`src/rtl/ov7670_stream_gen.sv`:
```
// ov7670_stream_gen: emulates the OV7670 parallel pixel bus from CLOCK_50 with
// synthetic 8-bit grayscale test patterns. This lets the capture path be
// exercised without a sensor.
//
// Ports:
//   CLOCK_50   in   system clock, all state on posedge
//   reset      in   asynchronous, active-high
//   enable     in   run request, sampled only at frame boundaries
//   pattern    in   0=h-ramp 1=checker 2=frame-count flat 3=v-ramp, latched at frame start
//   pclk       out  free-running pixel clock
//   vsync      out  high during the first VS_LINES lines of a running frame
//   href       out  high for active bytes of active lines
//   data       out  pixel byte, 0 whenever href=0
//   frame_done out  one CLOCK_50-cycle pulse at the end of each frame
//   busy       out  high while a frame is being emitted
module ov7670_stream_gen #(
    parameter int unsigned PCLK_DIV = 1,
    parameter int unsigned H_ACTIVE = 640,
    parameter int unsigned H_TOTAL  = 784,
    parameter int unsigned VS_LINES = 3,
    parameter int unsigned V_START  = 17,
    parameter int unsigned V_ACTIVE = 480,
    parameter int unsigned V_TOTAL  = 510
) (
    input  logic       CLOCK_50,
    input  logic       reset,
    input  logic       enable,
    input  logic [1:0] pattern,
    output logic       pclk,
    output logic       vsync,
    output logic       href,
    output logic [7:0] data,
    output logic       frame_done,
    output logic       busy
);

    localparam int unsigned DIV_W = (PCLK_DIV > 1) ? $clog2(PCLK_DIV) : 1;
    localparam int unsigned H_W   = $clog2(H_TOTAL + 1);
    localparam int unsigned V_W   = $clog2(V_TOTAL + 1);

    localparam logic [DIV_W-1:0] DIV_LAST = DIV_W'(PCLK_DIV - 1);
    localparam logic [H_W-1:0]   H_LAST   = H_W'(H_TOTAL - 1);
    localparam logic [H_W-1:0]   H_ACT    = H_W'(H_ACTIVE);
    localparam logic [V_W-1:0]   V_LAST   = V_W'(V_TOTAL - 1);
    localparam logic [V_W-1:0]   V_VS     = V_W'(VS_LINES);
    localparam logic [V_W-1:0]   V_ST     = V_W'(V_START);
    localparam logic [V_W-1:0]   V_END    = V_W'(V_START + V_ACTIVE);

    typedef enum logic {
        IDLE,
        RUN
    } state_t;

    state_t           state, state_d;
    logic [DIV_W-1:0] div_cnt;
    logic [H_W-1:0]   h, h_d;
    logic [V_W-1:0]   v, v_d;
    logic [1:0]       pat_q, pat_d;
    logic [7:0]       frame_cnt, frame_cnt_d;
    logic             vsync_d, href_d, frame_done_d, busy_d;
    logic [7:0]       data_d;

    logic             div_wrap;
    logic             fall_tick;
    logic             emit;
    logic             act;
    logic [1:0]       pat_sel;
    logic [7:0]       x8, y8, pix;

    // pclk divider; a fall tick is the cycle on which pclk goes 1->0
    assign div_wrap  = (div_cnt == DIV_LAST);
    assign fall_tick = div_wrap & pclk;

    always_ff @(posedge CLOCK_50 or posedge reset) begin
        if (reset) begin
            div_cnt <= '0;
            pclk    <= 1'b0;
        end else if (div_wrap) begin
            div_cnt <= '0;
            pclk    <= ~pclk;
        end else begin
            div_cnt <= div_cnt + DIV_W'(1);
        end
    end

    // Pixel generation for the current (h, v); the entry tick uses the live pattern
    always_comb begin
        act     = (v >= V_ST) && (v < V_END) && (h < H_ACT);
        pat_sel = (state == IDLE) ? pattern : pat_q;
        x8      = 8'(h);
        y8      = 8'(v - V_ST);
        case (pat_sel)
            2'd0:    pix = x8;
            2'd1:    pix = (x8[5] ^ y8[5]) ? 8'hFF : 8'h00;
            2'd2:    pix = frame_cnt;
            default: pix = y8;
        endcase
    end

    // Next-state and registered-output logic; everything advances on fall ticks only
    always_comb begin
        state_d      = state;
        h_d          = h;
        v_d          = v;
        pat_d        = pat_q;
        frame_cnt_d  = frame_cnt;
        vsync_d      = vsync;
        href_d       = href;
        data_d       = data;
        frame_done_d = 1'b0;
        emit         = 1'b0;

        if (fall_tick) begin
            case (state)
                IDLE: begin
                    if (enable) begin
                        state_d = RUN;
                        pat_d   = pattern;
                        emit    = 1'b1;
                    end
                end
                RUN: begin
                    emit = 1'b1;
                end
            endcase

            if (emit) begin
                vsync_d = (v < V_VS);
                href_d  = act;
                data_d  = act ? pix : 8'h00;
                if (h == H_LAST) begin
                    h_d = '0;
                    if (v == V_LAST) begin
                        // frame end: counters return to the origin, so IDLE always holds h=v=0
                        v_d          = '0;
                        frame_done_d = 1'b1;
                        frame_cnt_d  = frame_cnt + 8'd1;
                        pat_d        = pattern;
                        if (!enable) begin
                            state_d = IDLE;
                        end
                    end else begin
                        v_d = v + V_W'(1);
                    end
                end else begin
                    h_d = h + H_W'(1);
                end
            end else begin
                vsync_d = 1'b0;
                href_d  = 1'b0;
                data_d  = 8'h00;
            end
        end

        busy_d = (state_d == RUN);
    end

    // State and output registers
    always_ff @(posedge CLOCK_50 or posedge reset) begin
        if (reset) begin
            state      <= IDLE;
            h          <= '0;
            v          <= '0;
            pat_q      <= 2'd0;
            frame_cnt  <= 8'd0;
            vsync      <= 1'b0;
            href       <= 1'b0;
            data       <= 8'h00;
            frame_done <= 1'b0;
            busy       <= 1'b0;
        end else begin
            state      <= state_d;
            h          <= h_d;
            v          <= v_d;
            pat_q      <= pat_d;
            frame_cnt  <= frame_cnt_d;
            vsync      <= vsync_d;
            href       <= href_d;
            data       <= data_d;
            frame_done <= frame_done_d;
            busy       <= busy_d;
        end
    end

endmodule

```
`config.mk`:
```
export PLATFORM = sky130hd
export DESIGN_NAME = ov7670_stream_gen
export DESIGN_NICKNAME = d
export VERILOG_FILES = /design/src/rtl/ov7670_stream_gen.sv
export SDC_FILE = /design/constraint.sdc
export NUM_CORES = 1
export LEC_CHECK = 0
export ABC_AREA = 0
export BUFFER_PORTS_ARGS = -buffer_cell sky130_fd_sc_hd__clkbuf_2
export CAP_MARGIN = 25
export CORE_ASPECT_RATIO = 1.5
export CORE_MARGIN = 10
export CORE_UTILIZATION = 40
export CTS_BUF_LIST = sky130_fd_sc_hd__clkbuf_8
export DETAILED_ROUTE_END_ITERATION = 8
export SETUP_SLACK_MARGIN = 0.5
export SLEW_MARGIN = 25
export SYNTH_ARGS = -nofsm -noshare
export SYNTH_HDL_FRONTEND = slang
export SYNTH_SLANG_ARGS = --single-unit
```
`constraint.sdc`:
```
create_clock -name CLOCK_50 -period 3.1 [get_ports CLOCK_50]
set_clock_uncertainty 0.1 [all_clocks]
set_input_delay 0.62 -clock CLOCK_50 [delete_from_list [all_inputs] [get_ports CLOCK_50]]
set_output_delay 0.62 -clock CLOCK_50 [all_outputs]
set_load 0.02 [all_outputs]
```
==> flow_summary_export.csv <==
group,metric,value,unit
placement,dpl_cell_area,0.00252,mm2
outcome,status,"complete, no violations",
floorplan,die_area,0.00951,mm2
global_routing,grt_max_degree,23,
global_routing,grtUsageTotal,0.118,
timing,timing.fmax,441,MHz
power,p_int,990,uW
drt,vias,1835,
floorplan,start_util,0.412,
global_routing,antenna_found_initial,0,
placement,routabilityCongestion,0.843,
critical_path,crit_required,3.18,ns
logic_synthesis,synth_edf_count,0,
drt,wl_per_cell,16.7,um
power,power_switching,448,uW
global_routing,grt_pass1_vias,1821,
logic_synthesis,synthTopCellsByArea,"dfrtp_1, mux2_2, o32ai_1, xnor2_1, o21ai_0",
clocking,root_buffer,"clkbuf_8",
logic_synthesis,synth.ff_latch_count,42,
cells_and_area,drive_gt1_frac,0.176,
cells_and_area,final_area,0.00263,mm2
drt,drt_wl_total,5460,um
power,pwr-share-seq,0.485,
clocking,cts_resized,0,
logic_synthesis,ys_async_sr_fraction,1.00,
cells_and_area,area_growth,10.5,%
timing,slew_headroom,0.489,
power,power_frac_clock,0.302,
floorplan,die_y,115,um
critical_path,start_kind,"register",
clocking,insertion_delay,0.30,ns
clocking,cts_hold_buf,0,
min_path,hp-class,"primary input to asynchronous set/reset pin",
placement,dp_hpwl,4070,um
cells_and_area,layout_common_cells,"dfrtp_1, inv_1, clkbuf_2",
clocking,cts_tree,"yes",
clocking,clkTransAtPathRegs,0.09,ns
timing,setup_tns,0,ns
clocking,cts.sinks,42,
logic_synthesis,synth_ff_type,"dfrtp_1",
cells_and_area,mostFrequentLayoutCell,"dfrtp_1",
logic_synthesis,synth_top_area_cell,"dfrtp_1",
drt,vias_per_cell,5.61,
logic_synthesis,synth_top_area_frac,0.441,
critical_path,crit_fanout,17,
timing,rsz0062_at_grt,"false",
cells_and_area,finalNetCount,264,
drt,first_iter_violations,149,
timing,hold_viol,0,
critical_path,worstSetupPathType,"register to register",
global_routing,grt_overflow,0,
drt,drc_errors,0,
floorplan,fp-row-count,34,
floorplan,die_w,83.0,um
power,irDropWorstVdd,404,uV
floorplan,ioPinCount,18,
floorplan,core-area,0.00579,mm2
critical_path,cp.arrival,2.35,ns
drt,ant_nets,0,
logic_synthesis,ys_types,45,
logic_synthesis,syn_area,0.00238,mm2
power,p_sw_frac,0.312,
logic_synthesis,syn_nets,252,
clocking,cts_htree_levels,2,
clocking,clk_path_buf_depth,2,
placement,io_buffer_count,17,
clocking,cts_setup_buffers,0,
logic_synthesis,yosys_warnings,0,
logic_synthesis,synth_area_per_cell,9.85,um2
clocking,numCtsBuffers,5,
timing,min_period,2.27,ns
timing,final-setup-viol-count,0,
critical_path,endpoint_kind,"register",
global_routing,grt_pass1_wl,9210,um
timing,worst_pin_slew,0.765,ns
drt,firstDrtPassIters,4,
timing,slew_violations,0,
cells_and_area,diodes,0,
logic_synthesis,ys_seq_area_frac,0.441,
power,combPwrFrac,0.214,
power,leakage,1.16,nW
logic_synthesis,syn_inst,242,
timing,fin_crit_sh,0.731,
job,maxCapViolCount,0,
power,power_density,546,mW/mm2
## layer usage
metal / GRT usage / part of all wire
met1: 0.124 / 0.40
met2: 0.221 / 0.55
met3: 0.0207 / 0.027
met4: 0.0524 / 0.021
met5: 0 / 0
## synthesized netlist by cell type (6+ instances only)
| cell type | number |
|---|---|
| xnor2_1 | 10 |
| clkbuf_1 | 8 |
| dfrtp_1 | 42 |
| mux2_2 | 11 |
| nand3_1 | 12 |
| buf_2 | 7 |
| nand2_1 | 15 |
| inv_1 | 19 |
| nand4_1 | 7 |
| a21oi_1 | 9 |
| nor2_1 | 6 |
| o22ai_1 | 6 |
| o21ai_0 | 16 |
| xor2_1 | 7 |
| o32ai_1 | 10 |
## critical path: stages, from the launching register on
cell     delay (ns)
dfrtp_1        0.65
o21a_1         0.42
nand4_4        0.30
o22ai_1        0.31
mux2_2         0.36
## through the flow
stage | worst slack, ns | power, mW | cells | hold WS [ns] | util
2_1_floorplan | 1.10 | 0.917 | 242 | 0.342 | -
3_3_place_gp | 0.662 | 1.02 | 319 | 0.366 | 0.435
3_5_place_dp | 0.640 | 1.02 | 319 | 0.362 | 0.435
4_1_cts | 0.674 | 1.45 | 327 | 0.254 | 0.454
5_1_grt | 0.624 | 1.51 | 327 | 0.266 | 0.455
6_report | 0.835 | 1.44 | 327 | 0.227 | 0.455
## power by group through the flow
stage          Sequential (mW)  Combinational [mW]  Clock, mW
6_report                 0.697               0.307      0.434
3_5_place_dp             0.707               0.308          0
5_1_grt                  0.710               0.334      0.463
4_1_cts                  0.696               0.311      0.440
3_3_place_gp             0.707               0.310          0
2_1_floorplan            0.714               0.202          0
## kinds of logic (layout without fill, tap and decap cells)
logic type      after synthesis  count (layout)  share of synthesized area
buf+inv                      34              47                     0.0572
mux                          13              13                     0.0619
compound gates               57              57                      0.171
flops                        42              42                      0.441
xor+xnor                     17              17                     0.0625
simple gates                 74              74                      0.180
fa+ha+maj                     5               5                     0.0262
## final cells by class
type	count	area (um2)
Timing Repair Buffer	20	108
Clock inverter	3	40.0
Sequential cell	42	1050
Tap cell	72	90.1
Inverter	19	71.3
Fill cell	588	3150
Multi-Input combinational cell	166	1200
Clock buffer	5	68.8
## state kept, by name, summed over array words and instances, names as in the netlist
register,cells
frame_done,1
vsync,1
href,1
pclk,1
v,9
state,1
pat_q,2
frame_cnt,8
h,10
data,8
## worst paths after layout
check	start	endpoint	slack (ns)	cells after the start
worst max-delay path	pclk	pat_q[1]	0.83	4
max in group asynchronous	reset	pat_q[0]	1.98	3
worst min register to register	frame_cnt[6]	frame_cnt[6]	0.39	1
worst max register to register	pclk	pat_q[1]	0.83	4
worst min-delay path	reset	data[5]	0.23	2
min in group CLOCK_50	frame_cnt[6]	frame_cnt[6]	0.39	1
Power figures use the tool's default switching activity.
